===== src/rtl/shifter_seq.sv =====
// shifter_seq: multi-cycle shifter with valid/ready handshakes.
//
// The block accepts an operand, an op code and a shift amount. It shifts by up
// to STEP bits per clock and then holds the result until the consumer takes it.
// Op codes: 00 none, 01 LSL, 10 LSR, 11 ASR (the MSB is copied in).
// Amounts of WIDTH or more are clamped to WIDTH.
//
// Parameters: WIDTH (operand bits, >=2), AMT_W (amount bits), STEP (1..WIDTH)
// Ports:
//   clk, reset            clock and synchronous active-high reset
//   in_valid / in_ready   operand handshake; in_ready is high only in IDLE
//   shift, amt, in        op code, amount and operand, sampled on accept
//   out_valid / out_ready result handshake; out is stable while out_valid
//   out                   result register
//   busy                  high in SHIFT and in DONE
//   carry                 last bit shifted out (only when SHIFTER_CARRY_EN)
//
// Build option: define SHIFTER_CARRY_EN to add the carry output and its logic.
//
// state | meaning
// IDLE  | waiting for an operand, in_ready=1
// SHIFT | shifting out by min(STEP,count) each cycle
// DONE  | result presented, out_valid=1 until out_ready
module shifter_seq #(
  parameter int WIDTH = 16,
  parameter int AMT_W = 5,
  parameter int STEP  = 1
) (
  input  logic             clk,
  input  logic             reset,
  input  logic             in_valid,
  output logic             in_ready,
  input  logic [1:0]       shift,
  input  logic [AMT_W-1:0] amt,
  input  logic [WIDTH-1:0] in,
  output logic             out_valid,
  input  logic             out_ready,
  output logic [WIDTH-1:0] out,
  output logic             busy
`ifdef SHIFTER_CARRY_EN
  ,
  output logic             carry
`endif
);

  localparam int CNT_W = $clog2(WIDTH + 1);

  typedef enum logic [1:0] {IDLE, SHIFT, DONE} state_t;

  state_t           state, state_nxt;
  logic [WIDTH-1:0] out_nxt;
  logic [1:0]       op, op_nxt;
  logic [CNT_W-1:0] count, count_nxt;
  logic [CNT_W-1:0] amt_clamp;
  logic [CNT_W-1:0] n;
  logic [WIDTH-1:0] shifted;

  // The amount is compared in 32 bits so that the clamp also works when AMT_W
  // is wider or narrower than the counter.
  always_comb begin
    amt_clamp = CNT_W'(WIDTH);
    if (32'(amt) < 32'(WIDTH)) amt_clamp = CNT_W'(amt);
  end

  // Bits moved this cycle: the full step, or whatever is left.
  assign n = (count > CNT_W'(STEP)) ? CNT_W'(STEP) : count;

  always_comb begin
    shifted = out;
    case (op)
      2'b01:   shifted = out << n;
      2'b10:   shifted = out >> n;
      2'b11:   shifted = $unsigned($signed(out) >>> n);
      default: shifted = out;
    endcase
  end

`ifdef SHIFTER_CARRY_EN
  logic             carry_nxt;
  logic             bit_out;
  logic [WIDTH-1:0] probe;

  // The last bit that leaves the register: out[WIDTH-n] for a left shift and
  // out[n-1] for a right shift. It is picked by shifting that bit into position 0.
  always_comb begin
    probe = '0;
    case (op)
      2'b01:        probe = out >> (CNT_W'(WIDTH) - n);
      2'b10, 2'b11: probe = out >> (n - CNT_W'(1));
      default:      probe = '0;
    endcase
    bit_out = probe[0];
  end
`endif

  always_comb begin
    state_nxt = state;
    out_nxt   = out;
    op_nxt    = op;
    count_nxt = count;
`ifdef SHIFTER_CARRY_EN
    carry_nxt = carry;
`endif
    case (state)
      IDLE: begin
        if (in_valid) begin
          out_nxt   = in;
          op_nxt    = shift;
          count_nxt = amt_clamp;
`ifdef SHIFTER_CARRY_EN
          carry_nxt = 1'b0;
`endif
          if (shift == 2'b00 || amt_clamp == '0) state_nxt = DONE;
          else                                   state_nxt = SHIFT;
        end
      end
      SHIFT: begin
        out_nxt   = shifted;
        count_nxt = count - n;
`ifdef SHIFTER_CARRY_EN
        carry_nxt = bit_out;
`endif
        if (count == n) state_nxt = DONE;
      end
      DONE: begin
        if (out_ready) state_nxt = IDLE;
      end
      default: state_nxt = IDLE;
    endcase
  end

  always_ff @(posedge clk) begin
    if (reset) begin
      state <= IDLE;
      out   <= '0;
      op    <= 2'b00;
      count <= '0;
`ifdef SHIFTER_CARRY_EN
      carry <= 1'b0;
`endif
    end else begin
      state <= state_nxt;
      out   <= out_nxt;
      op    <= op_nxt;
      count <= count_nxt;
`ifdef SHIFTER_CARRY_EN
      carry <= carry_nxt;
`endif
    end
  end

  assign in_ready  = (state == IDLE);
  assign out_valid = (state == DONE);
  assign busy      = (state != IDLE);

endmodule

===== config.mk =====
export PLATFORM = sky130hd
export DESIGN_NAME = shifter_seq
export DESIGN_NICKNAME = d
export VERILOG_FILES = /design/src/rtl/shifter_seq.sv
export SDC_FILE = /design/constraint.sdc
export NUM_CORES = 1
export LEC_CHECK = 0
export BUFFER_PORTS_ARGS = -buffer_cell sky130_fd_sc_hd__buf_2
export CORE_ASPECT_RATIO = 1.5
export CORE_MARGIN = 2
export CORE_UTILIZATION = 46
export CTS_BUF_LIST = sky130_fd_sc_hd__clkbuf_16
export CTS_CLUSTER_SIZE = 28
export DETAILED_ROUTE_END_ITERATION = 8
export GPL_TIMING_DRIVEN = 1
export PLACE_DENSITY = 0.74
export SLEW_MARGIN = 10
export SYNTH_ARGS = -nofsm -noshare
export SYNTH_HDL_FRONTEND = slang
export SYNTH_SLANG_ARGS = --single-unit
export TNS_END_PERCENT = 10

===== constraint.sdc =====
create_clock -name clk -period 2.1 [get_ports clk]
set_input_delay 0 -clock clk [delete_from_list [all_inputs] [get_ports clk]]
set_output_delay 0 -clock clk [all_outputs]
set_load 0.05 [all_outputs]

-- After elaboration in Yosys (flattened, before gate mapping)
Index checks and enable logic that the tools add are counted.
- input bits: 27
- latch bits: 0
- memories kept: 0
- logic and storage cells: 42
- output and inout port bits: 19
- memory bits (read-only): 0
- register bits: 25
- memory bits (writable): 0
- shift-type cells: 3
- reductions and logical operators: 10
- multiply operators: 0
- divide/modulo/power cells: 0
- muxes and demuxes: 12
- $add $sub $neg: 1
- bitwise logic cells: 0
- equal/unequal tests: 10
- $lt $le $gt $ge: 2
- operator list (operator ; count):
    one-hot mux 16 bit (3 select lines) ; 1
    one-hot mux 16 bit (2 select lines) ; 1
    two-way mux 16 bit ; 1
    << shifter 16 x 5 -> 16 bit ; 1
    >> shifter 16 x 5 -> 16 bit ; 1
    >>> shifter 16 x 5 -> 16 bit ; 1
    two-way mux 5 bit ; 3
    one-hot mux 5 bit (2 select lines) ; 1
    two-way mux 2 bit ; 4
    equality test 2 bit (second input constant) ; 3
    one-hot mux 2 bit (3 select lines) ; 1
    AND reduction 3 bit ; 2
    equality test 5 bit ; 1
    greater-than comparator 5 x 1 -> 1 bit (second input constant) ; 1
    zero test 5 bit ; 1
    < comparator 5 bit (second input constant) ; 1
    subtractor 5 bit ; 1
    equality test 2 x 1 -> 1 bit (second input constant) ; 2
    zero test 2 bit ; 2
    != test 2 bit (second input constant) ; 2
    != test 4 x 1 -> 1 bit (second input constant) ; 1
    AND reduction 2 bit ; 2
    nonzero test 2 bit ; 2
    != test 2 x 1 -> 1 bit (second input constant) ; 1
    logical OR 1 bit ; 1

-- Depth between registers and ports, before layout
Gate-level depths: netlist (run 1).
- depth after elaboration: 7
- depth in mapped cells: 7
- depth with buffers taken out: 7

-- Worst setup path after synthesis (run 1)
No wires, ideal clock.
- path type: flip-flop to flip-flop
- start point: register count[4]
- end point: register state[1]
- path buffers: 0
- cell stages (with the launch flop): 8
- setup time: 0.080 ns
- arrival: 1.864 ns
- slack: 0.156 ns
- required time: 2.020 ns
- clock period less this slack: 1.944 ns
- cell sequence: dfxtp_1 or4_4 or2b_1 ha_1 nor4b_1 a211oi_1 o21ai_0 nor3b_1
- word-level cells in the longest chain between the ends: 5
- ends and longest elaborated chain (what ; RTL line ; text):
    start, declared ; 53 ; logic [CNT_W-1:0] count, count_nxt;
    start signal, assigned ; 145 ; count <= count_nxt;
    greater-than comparator 5 x 1 -> 1 bit ; 66 ; assign n = (count > CNT_W'(STEP)) ? CNT_W'(STEP) : count;
    two-way mux 5 bit ; 66 ;
    equality test 5 bit * ; 123 ; if (count == n) state_nxt = DONE;
    != test 2 bit (no source line) * ; - ;
    AND reduction 3 bit (no source line) * ; - ;
    end signal, assigned ; 142 ; state <= state_nxt;
    end, declared ; 50 ; state_t state, state_nxt;
Every way passes the cells marked *; elsewhere a longest branch is shown, timed or not.
A chain may end at the register's enable or synchronous reset.

-- Worst setup path after layout (run 1)
- start point: register count[2]
- end point: register state[1]
Same word-level chain as after synthesis.

==> results of run 1 <==
==> timing repair <==
item | 4_1_cts | 5_1_grt
hold endpoints to repair | 1 | 0
setup endpoints to repair | 0 | 1
hold buffers | 1 | 0
gates resized for setup | 0 | 1
==> cells in the mapped netlist, types with 2 or more instances <==
cell type and count:
nor2_1 41, dfxtp_1 25, mux2i_1 14, a2111oi_2 9, a21oi_1 6, inv_1 5, buf_2 4, nand2_1 4
nor2b_1 4, nor4_1 4, a2111oi_0 3, ha_1 3, nor3b_1 3, o21ai_0 3, a2111oi_4 2, a211oi_1 2
a222oi_1 2, clkbuf_1 2, nand2b_1 2
==> sequential cells by signal (all words and copies together) (netlist names) <==
signal and flops:
state 2, count 5, op 2, out 16
==> final cells by class <==
type	instances	area, sq um
tap	40	50.0
sequential	25	500
fill	320	1220
timing repair buffer	58	338
clock buffer	3	75.1
clock inverter	1	3.75
multi-input combinational	127	952
inverter	5	18.8
==> power breakdown <==
group / total (uW) / internal, uW / switching (uW)
combinational: 1290 / 482 / 810
sequential: 709 / 588 / 121
clock: 414 / 254 / 160
total: 2420 / 1320 / 1090
==> layer usage <==
metal  GRT usage [%]  up-vias  wire (microns)
li1                -      725               -
met1            23.2      689            1550
met2            38.0       45            1930
met3            1.41        8             135
met4            8.71        0              61
met5               0        -               0
==> worst min-delay path: cells and delay by family <==
family | cells | cell delay, ns
buffers and inverters | 1 | 0.11
and+or+nand+nor | 1 | 0.05
AOI/OAI and AO/OA | 1 | 0.05
==> kinds of logic (layout without fill, tap and decap cells) <==
| logic type | Yosys count | in the layout | share of synthesized area (%) |
|---|---|---|---|
| fa+ha+maj | 3 | 3 | 2.48 |
| mux | 14 | 14 | 9.25 |
| flops | 25 | 25 | 33.0 |
| buf+inv | 14 | 67 | 4.54 |
| simple gates | 73 | 73 | 24.7 |
| compound gates | 37 | 37 | 26.0 |
==> path summary, 6_finish.rpt <==
kind         startpoint       end  slack [ns]  cells past startpoint
max            count[2]  state[1]        0.15                      7
min reg2reg       op[1]     op[1]        0.48                      2
min            shift[1]     op[1]       0.002                      3
max reg2reg    count[2]  state[1]        0.15                      7
==> per-stage QoR <==
stage / power [uW] / hold slack [ns] / instance area (sq um)
2_1_floorplan: 1670 / 0.0753 / 1520
3_3_place_gp: 1990 / 0.249 / 1840
3_5_place_dp: 2000 / 0.258 / 1840
4_1_cts: 2420 / 0.00650 / 1930
5_1_grt: 2560 / 0.0177 / 1940
6_report: 2420 / 0.00209 / 1940
==> metrics.yaml, run 1 <==
detail_route.first_pass.iterations: 4
final_cells: 259
hold_violations: 0
clockBufferDepth: 2
crit_buf_inv: 0
final_cell_mix: "buf_2, nor2_1, dfxtp_1"
yosysWarningCount: 0
initial_utilization_pct: 48.0
dp_slack_ns: 0.126
tightest_slew_ns: 0.634
critPathLaunchType: "flop"
pwr_density_cell_nw_per_um2: 1250
rsz0062_at_grt: "no"
rows: 25
path_delay_family: "simple AND/OR/NAND/NOR gates"
final_common_cell: "buf_2"
grt_pass1_vias: 1422
synth_area_leaders: "dfxtp_1, nor2_1, mux2i_1"
postLayoutCoreUtil_pct: 61.3
slew_headroom_pct: 57.7
setup_ws_ns: 0.154
cts.sinks: 25
ant_nets: 0
core_area_sq_um: 3160
cp_slowest_cell: "dfxtp_1"
cts-root-buf: "clkbuf_16"
tns_ns: 0
grt_overflow: 0
drc: 0
wl_per_cell_microns: 14.2
setup_viol: 0
h-tree-depth: 1
avgSynthCellArea_sq_um: 9.13
first_iter_violations: 32
ys_types: 47
die_x_microns: 50.9
crit_chain: "or4_4 > or2b_1 > ha_1 > nor4b_2 > a211oi_1 > o21ai_0 > nor3b_1"
dp_hpwl_microns: 2760
grt_max_degree: 27
cts_setup_buffers: 0
yosysTopAreaCellShare_pct: 33.0
async_flop_share_pct: 0
dr_total_vias: 1467
peakVddDrop_mv: 0.632
cts_tree: "done"
worst-path-max-fanout: 7
skew_ns: 0.00225
yosysSeqAreaShare_pct: 33.0
yosysTopAreaCell: "dfxtp_1"
cp.required_ns: 2.21
cts_buffers: 3
die-height_microns: 74.3
wl_microns: 3680
syn-cell-area_sq_um: 1520
synthFlopType: "dfxtp_1"
grt_antenna_before_repair: 0
drv_slew: 0
ys_ff_latch: 25
diodes: 0
routabilityCongestion: 0.813
area_growth_pct: 27.9
finalCriticalPeriod_ns: 1.95
synth-edff-count: 0
fin_crit_sh_pct: 92.7
cp_slowest_stage_delay_ns: 0.44
numPortBuffers: 45
status: "finished clean"
drv_cap: 0
p_leak_uw: 0.000904
clkTransAtPathRegs_ns: 0.06
hold_path_class: "in -> reg"
nNetsFinal: 250
grt_usage_pct: 20.2
crit_type: "reg -> reg"
die-area_sq_um: 3780
end_kind: "flop"
grt_pass1_wl_microns: 6000
io_pins: 46
avgViaCountPerCell: 5.66
dpl.cell_count: 254
postSynthCellCount: 166
clock_latency_ns: 0.26
arrival_ns: 2.06
syn_nets: 196
max_freq_ghz: 0.514
post_route_cells_drive_above_1_share_pct: 37.0
No activity file was read; power rests on OpenSTA's default activity.
==> inputs of run 2 (changes only) <==
CELL_PAD_IN_SITES_DETAIL_PLACEMENT = 0   (was unset)
CELL_PAD_IN_SITES_GLOBAL_PLACEMENT = 1   (was unset)
CORE_UTILIZATION = 34   (was 46)
PLACE_DENSITY = 0.73   (was 0.74)
==> run 2 against run 1 <==
Effect of this change: maximum frequency about the same; global-route usage decreased by 4.2 points; first-iteration DRC count increased by 120%; the flow now finishes with violations (negative hold slack); register-to-register slack about the same; highest routed layer unchanged; worst setup slack got worse by 0.0019 ns; cell count increased by 3.1%; sequential power decreased by 1%; hold slack got worse by 0.0028 ns; critical path type unchanged; final area increased by 1.5%; sequential cell count unchanged; routed wire length increased by 2.5%.
==> metrics.yaml, run 2 (synthesis results as in run 1) <==
crit_type: "reg -> reg"  # unchanged
drc: 0  # unchanged
routabilityCongestion: 0.873  # was 0.813
switching_share_pct: 45.4  # was 45.2%
initial_utilization_pct: 35.7  # was 48.0%
final_common_cell: "buf_2"  # unchanged
numPortBuffers: 45  # unchanged
p_comb_share_pct: 53.7  # was 53.5%
cts_tree: "done"  # unchanged
tightest_slew_ns: 0.641  # was 0.634 ns
cp_slowest_stage_delay_ns: 0.33  # was 0.44 ns
worst-path-max-fanout: 13  # was 7
cts_setup_buffers: 0  # unchanged
hold_start: "amt[1]"  # was shift[1]
finalCriticalPeriod_ns: 1.95  # about the same
cts.sinks: 25  # unchanged
nNetsFinal: 252  # was 250
reg_top3: "out: 16 flops, count: 5 flops"  # unchanged
r2r_start: "op[0]"  # was count[2]
dp_slack_ns: 0.113  # was 0.126 ns
worst_r2r_path_depth: 7  # unchanged
grt_overflow: 0  # unchanged
die-height_microns: 85.8  # was 74.3 microns
hold_path_class: "in -> reg"  # unchanged
grt_antenna_before_repair: 0  # unchanged
dp_hpwl_microns: 2890  # was 2760 microns
die_x_microns: 58.5  # was 50.9 microns
setup_ws_ns: 0.152  # was 0.154 ns
setup_viol: 0  # unchanged
grt_pass1_vias: 1400  # was 1422
area_growth_pct: 29.9  # was 27.9%
hold_violations: 1  # was 0
cp.required_ns: 2.20  # was 2.21 ns
cts-root-buf: "clkbuf_16"  # unchanged
p_leak_uw: 0.000911  # was 0.000904 uW
clock_latency_ns: 0.26  # about the same
cp_slowest_cell: "dfxtp_1"  # unchanged
met3_usage_pct: 1.96  # was 1.41%
wl_per_cell_microns: 14.1  # was 14.2 microns
grt_pass1_wl_microns: 6350  # was 6000 microns
largest_register_ffs: 16  # unchanged
clockBufferDepth: 2  # unchanged
clock_power_share_pct: 17.4  # was 17.2%
cts_buffers: 3  # unchanged
seqPwrFrac_pct: 29.0  # was 29.4%
critPathLaunchType: "flop"  # unchanged
arrival_ns: 2.05  # was 2.06 ns
rsz0062_at_grt: "yes"  # was no
drv_cap: 0  # unchanged
slew_headroom_pct: 57.3  # was 57.7%
grt.met1_usage_pct: 19.8  # was 23.2%
clkTransAtPathRegs_ns: 0.07  # was 0.06 ns
top_usage_layer: "met2"  # unchanged
grt_use_met2_pct: 27.8  # was 38.0%
holdPathStages: 3  # unchanged
status: "finished, violations left"  # was finished clean
place_area_sq_um: 1860  # was 1840 sq um
detail_route.first_pass.iterations: 4  # unchanged
io_pins: 46  # unchanged
peakVddDrop_mv: 0.792  # was 0.632 mV
fin_crit_sh_pct: 92.8  # was 92.7%
end_kind: "flop"  # unchanged
largest_register: "out"  # unchanged
diodes: 0  # unchanged
first_iter_violations: 71  # was 32
dr_total_vias: 1439  # was 1467
violations: "negative hold slack"
pwr_density_cell_nw_per_um2: 1230  # was 1250 nW/um^2
p_int_uw: 1320  # about the same
post_route_cells_drive_above_1_share_pct: 37.6  # was 37.0%
crit_chain: "inv_1 > ha_1 > and3b_1 > or2_2 > nor3_2 > buf_12 > a2111oi_0"  # was or4_4 > or2b_1 > ha_1 > nor4b_2 > a211oi_1 > o21ai_0 > nor3b_1
rows: 29  # was 25
die-area_sq_um: 5020  # was 3780 sq um
grt_usage_pct: 15.9  # was 20.2%
wl_microns: 3770  # was 3680 microns
hold_slack_ns: -0.000682  # was 0.00209 ns
skew_ns: 0.00416  # was 0.00225 ns
core_area_sq_um: 4250  # was 3160 sq um
avgViaCountPerCell: 5.39  # was 5.66
max_freq_ghz: 0.513  # was 0.514 GHz
worstSetupStartpoint: "op[0]"  # was count[2]
final_cell_mix: "buf_2, nor2_1, dfxtp_1"  # unchanged
p_sw_uw: 1100  # was 1090 uW
ant_nets: 0  # unchanged
final_area_sq_um: 1970  # was 1940 sq um
drv_slew: 0  # unchanged
h-tree-depth: 1  # unchanged
grt_max_degree: 27  # unchanged
[run 2: changes by cell type in the layout (fill, tap and decap cells not counted), sizes merged]
cell | previous run | this run
buf | 57 | 58
dlygate4sd3 | 1 | 2
[run 2: stage by stage]
step | TNS (ns) | cells | total power [uW] | util (%)
floorplan | 0 | 166 | 1670 | -
global placement | 0 | 261 | 1990 | 43.8
detailed placement | 0 | 261 | 2000 | 43.8
CTS | 0 | 267 | 2430 | 46.1
global route | -0.0172 | 267 | 2580 | 46.4
finish | 0 | 267 | 2410 | 46.4
[run 2: routing by layer]
metal	vias up	routed length, microns
met5	-	0
li1	726	-
met3	4	170
met1	667	1590
met4	0	38
met2	42	1970
[run 2: area by class of cell]
| class | count | area, sq um |
|---|---|---|
| fill | 454 | 2280 |
| multi-input combinational | 127 | 957 |
| sequential | 25 | 500 |
| timing repair buffer | 60 | 355 |
| clock buffer | 3 | 75.1 |
| tap | 46 | 57.6 |
| inverter | 5 | 18.8 |
| clock inverter | 1 | 3.75 |
[run 2: power by group through the flow]
stage / clock, uW / sequential [uW] / combinational (uW)
6_report: 420 / 699 / 1300
5_1_grt: 450 / 719 / 1410
4_1_cts: 435 / 702 / 1290
3_5_place_dp: 0 / 712 / 1290
3_3_place_gp: 0 / 713 / 1280
2_1_floorplan: 0 / 970 / 700
[run 2: worst paths after layout]
kind	slack, ns	to
worst min register to register	0.48	op[1]
worst max-delay path	0.15	out[5]
worst min-delay path	-0.0007	count[1]
worst max register to register	0.15	out[5]
[run 2: worst max-delay path: cells and delay by family (launching register included)]
family	cells	cell delay, ns
and+or+nand+nor	3	0.79
adders and majority gates	1	0.32
buffers and inverters	2	0.25
AOI/OAI and AO/OA	1	0.10
DFF	1	0.33
[run 2: repair_timing]
action,4_1_cts,5_1_grt
endpoints found under the setup margin,0,3
hold endpoints to repair,2,0
hold buffers,2,0
resized for setup,0,4
==> inputs of run 3 (changes only) <==
CORE_ASPECT_RATIO = 0.8   (was 1.5)
RECOVER_POWER = 25   (was unset)
==> run 3 against run 2 <==
Effect of this change: the flow still finishes with violations (negative hold slack); register-to-register slack is essentially flat; cell count up 4.9%; clock skew down 0.0016 ns; critical path type unchanged; critical path depth unchanged; clock-buffer cell count unchanged; critical endpoint is now state[1]; combinational power about the same; die area fell by 0.15%; hold slack got worse by 0.0014 ns; clock power up 2%; sequential cell count unchanged.
==> metrics.yaml, run 3 (synthesis results as in run 1) <==
cp.required_ns: 2.28  # was 2.20 ns
hold_violations: 1  # unchanged
r2r_setup_slack_ns: 0.16  # was 0.15 ns
cts_tree: "done"  # unchanged
hold_slack_ns: -0.00208  # was -0.000682 ns
die-height_microns: 63.7  # was 85.8 microns
core_area_sq_um: 4230  # was 4250 sq um
grt_antenna_before_repair: 0  # unchanged
nNetsFinal: 254  # was 252
routabilityCongestion: 0.878  # was 0.873
finalCriticalPeriod_ns: 1.94  # was 1.95 ns
initial_utilization_pct: 35.8  # was 35.7%
ant_nets: 0  # unchanged
violations: "negative hold slack"  # unchanged
grt_overflow: 0  # unchanged
clock_latency_ns: 0.26  # about the same
r2r_start: "count[4]"  # was op[0]
wl_microns: 3890  # was 3770 microns
postLayoutCoreUtil_pct: 46.6  # was 46.4%
die-area_sq_um: 5010  # was 5020 sq um
rows: 21  # was 29
largest_register_ffs: 16  # unchanged
avgViaCountPerCell: 5.21  # was 5.39
hold_buffers: 1  # was 2
skew_ns: 0.00256  # was 0.00416 ns
numPortBuffers: 45  # unchanged
cts.sinks: 25  # unchanged
clkTransAtPathRegs_ns: 0.06  # was 0.07 ns
cts.repair.resized: 0  # unchanged
grt_max_degree: 27  # unchanged
peakVddDrop_mv: 0.698  # was 0.792 mV
first_iter_violations: 69  # was 71
io_pins: 46  # unchanged
drc: 0  # unchanged
r2r_end: "state[1]"  # was out[5]
largest_register: "out"  # unchanged
hold_end: "op[1]"  # was count[1]
detail_route.first_pass.iterations: 4  # unchanged
arrival_ns: 2.12  # was 2.05 ns
cts_buffers: 3  # unchanged
slew_headroom_pct: 55.7  # was 57.3%
worst-path-max-fanout: 2  # was 13
diodes: 0  # unchanged
tightest_slew_ns: 0.665  # was 0.641 ns
dr_total_vias: 1459  # was 1439
hold_start: "shift[1]"  # was amt[1]
p_leak_uw: 0.000881  # was 0.000911 uW
setup_viol: 0  # unchanged
tns_ns: 0  # unchanged
holdPathStages: 3  # unchanged
max_freq_ghz: 0.514  # was 0.513 GHz
area_growth_pct: 30.1  # was 29.9%
cts-root-buf: "clkbuf_16"  # unchanged
rsz0062_at_grt: "no"  # was yes
worst_r2r_path_depth: 7  # unchanged
final_cell_mix: "nor2_1, buf_2, dfxtp_1"  # was buf_2, nor2_1, dfxtp_1
cts_setup_buffers: 0  # unchanged
clockBufferDepth: 2  # unchanged
fin_crit_sh_pct: 92.6  # was 92.8%
hold_path_class: "in -> reg"  # unchanged
post_route_cells_drive_above_1_share_pct: 33.6  # was 37.6%
grt_pass1_wl_microns: 6350  # about the same
final_common_cell: "nor2_1"  # was buf_2
drv_cap: 0  # unchanged
die_x_microns: 78.6  # was 58.5 microns
crit_type: "reg -> reg"  # unchanged
drv_slew: 0  # unchanged
critPathLaunchType: "flop"  # unchanged
grt_pass1_vias: 1367  # was 1400
wl_per_cell_microns: 13.9  # was 14.1 microns
grt_usage_pct: 15.9  # about the same
reg_top3: "out: 16 flops, count: 5 flops"  # unchanged
pwr_density_cell_nw_per_um2: 1230  # about the same
status: "finished, violations left"  # unchanged
h-tree-depth: 1  # unchanged
end_kind: "flop"  # unchanged
dp_hpwl_microns: 2900  # was 2890 microns
-- run 3: through the flow --
step | cells | instance area, sq um | total power, uW | hold slack (ns) | setup WS, ns
3_5_place_dp | 275 | 1890 | 2020 | 0.266 | 0.169
4_1_cts | 280 | 1980 | 2460 | 0.000255 | 0.124
3_3_place_gp | 275 | 1890 | 2020 | 0.253 | 0.190
2_1_floorplan | 166 | 1520 | 1670 | 0.0753 | 0.156
6_report | 280 | 1970 | 2430 | -0.00208 | 0.155
5_1_grt | 280 | 1970 | 2570 | 0.0102 | 0.00778
-- run 3: area by class of cell --
type                            instances  area (sq um)
Sequential cell                        25           500
Multi-Input combinational cell        127           946
Inverter                                5          18.8
Clock inverter                          1          5.00
Timing Repair Buffer                   62           355
Fill cell                             414          2260
Tap cell                               57          71.3
Clock buffer                            3          75.1
-- run 3: worst max path at each step --
stage	end	slack, ns	from	cells after the start
floorplan	state[1]	0.16	count[4]	7
global placement	state[1]	0.19	count[4]	7
detailed placement	state[1]	0.17	count[4]	7
CTS	state[1]	0.12	count[4]	7
global route	state[1]	0.008	count[4]	7
finish	state[1]	0.16	count[4]	7
-- run 3: report_power, final --
group / switching [uW] / total, uW / internal, uW
Combinational: 824 / 1300 / 475
Sequential: 113 / 701 / 588
Clock: 171 / 427 / 257
Total: 1110 / 2430 / 1320
-- run 3: critical path, stage by stage, from the launching register on --
cell and delay (ns):
dfxtp_1 0.31, or4_4 0.53, or2b_1 0.17, ha_1 0.16
nor4b_1 0.24, a211oi_1 0.15, o21ai_0 0.14, nor3b_1 0.17
-- run 3: metal layers --
layer	global-route usage, %	wire length [microns]
met1	22.3	1970
met2	25.5	1670
met3	3.44	236
met4	2.63	18
met5	0	0
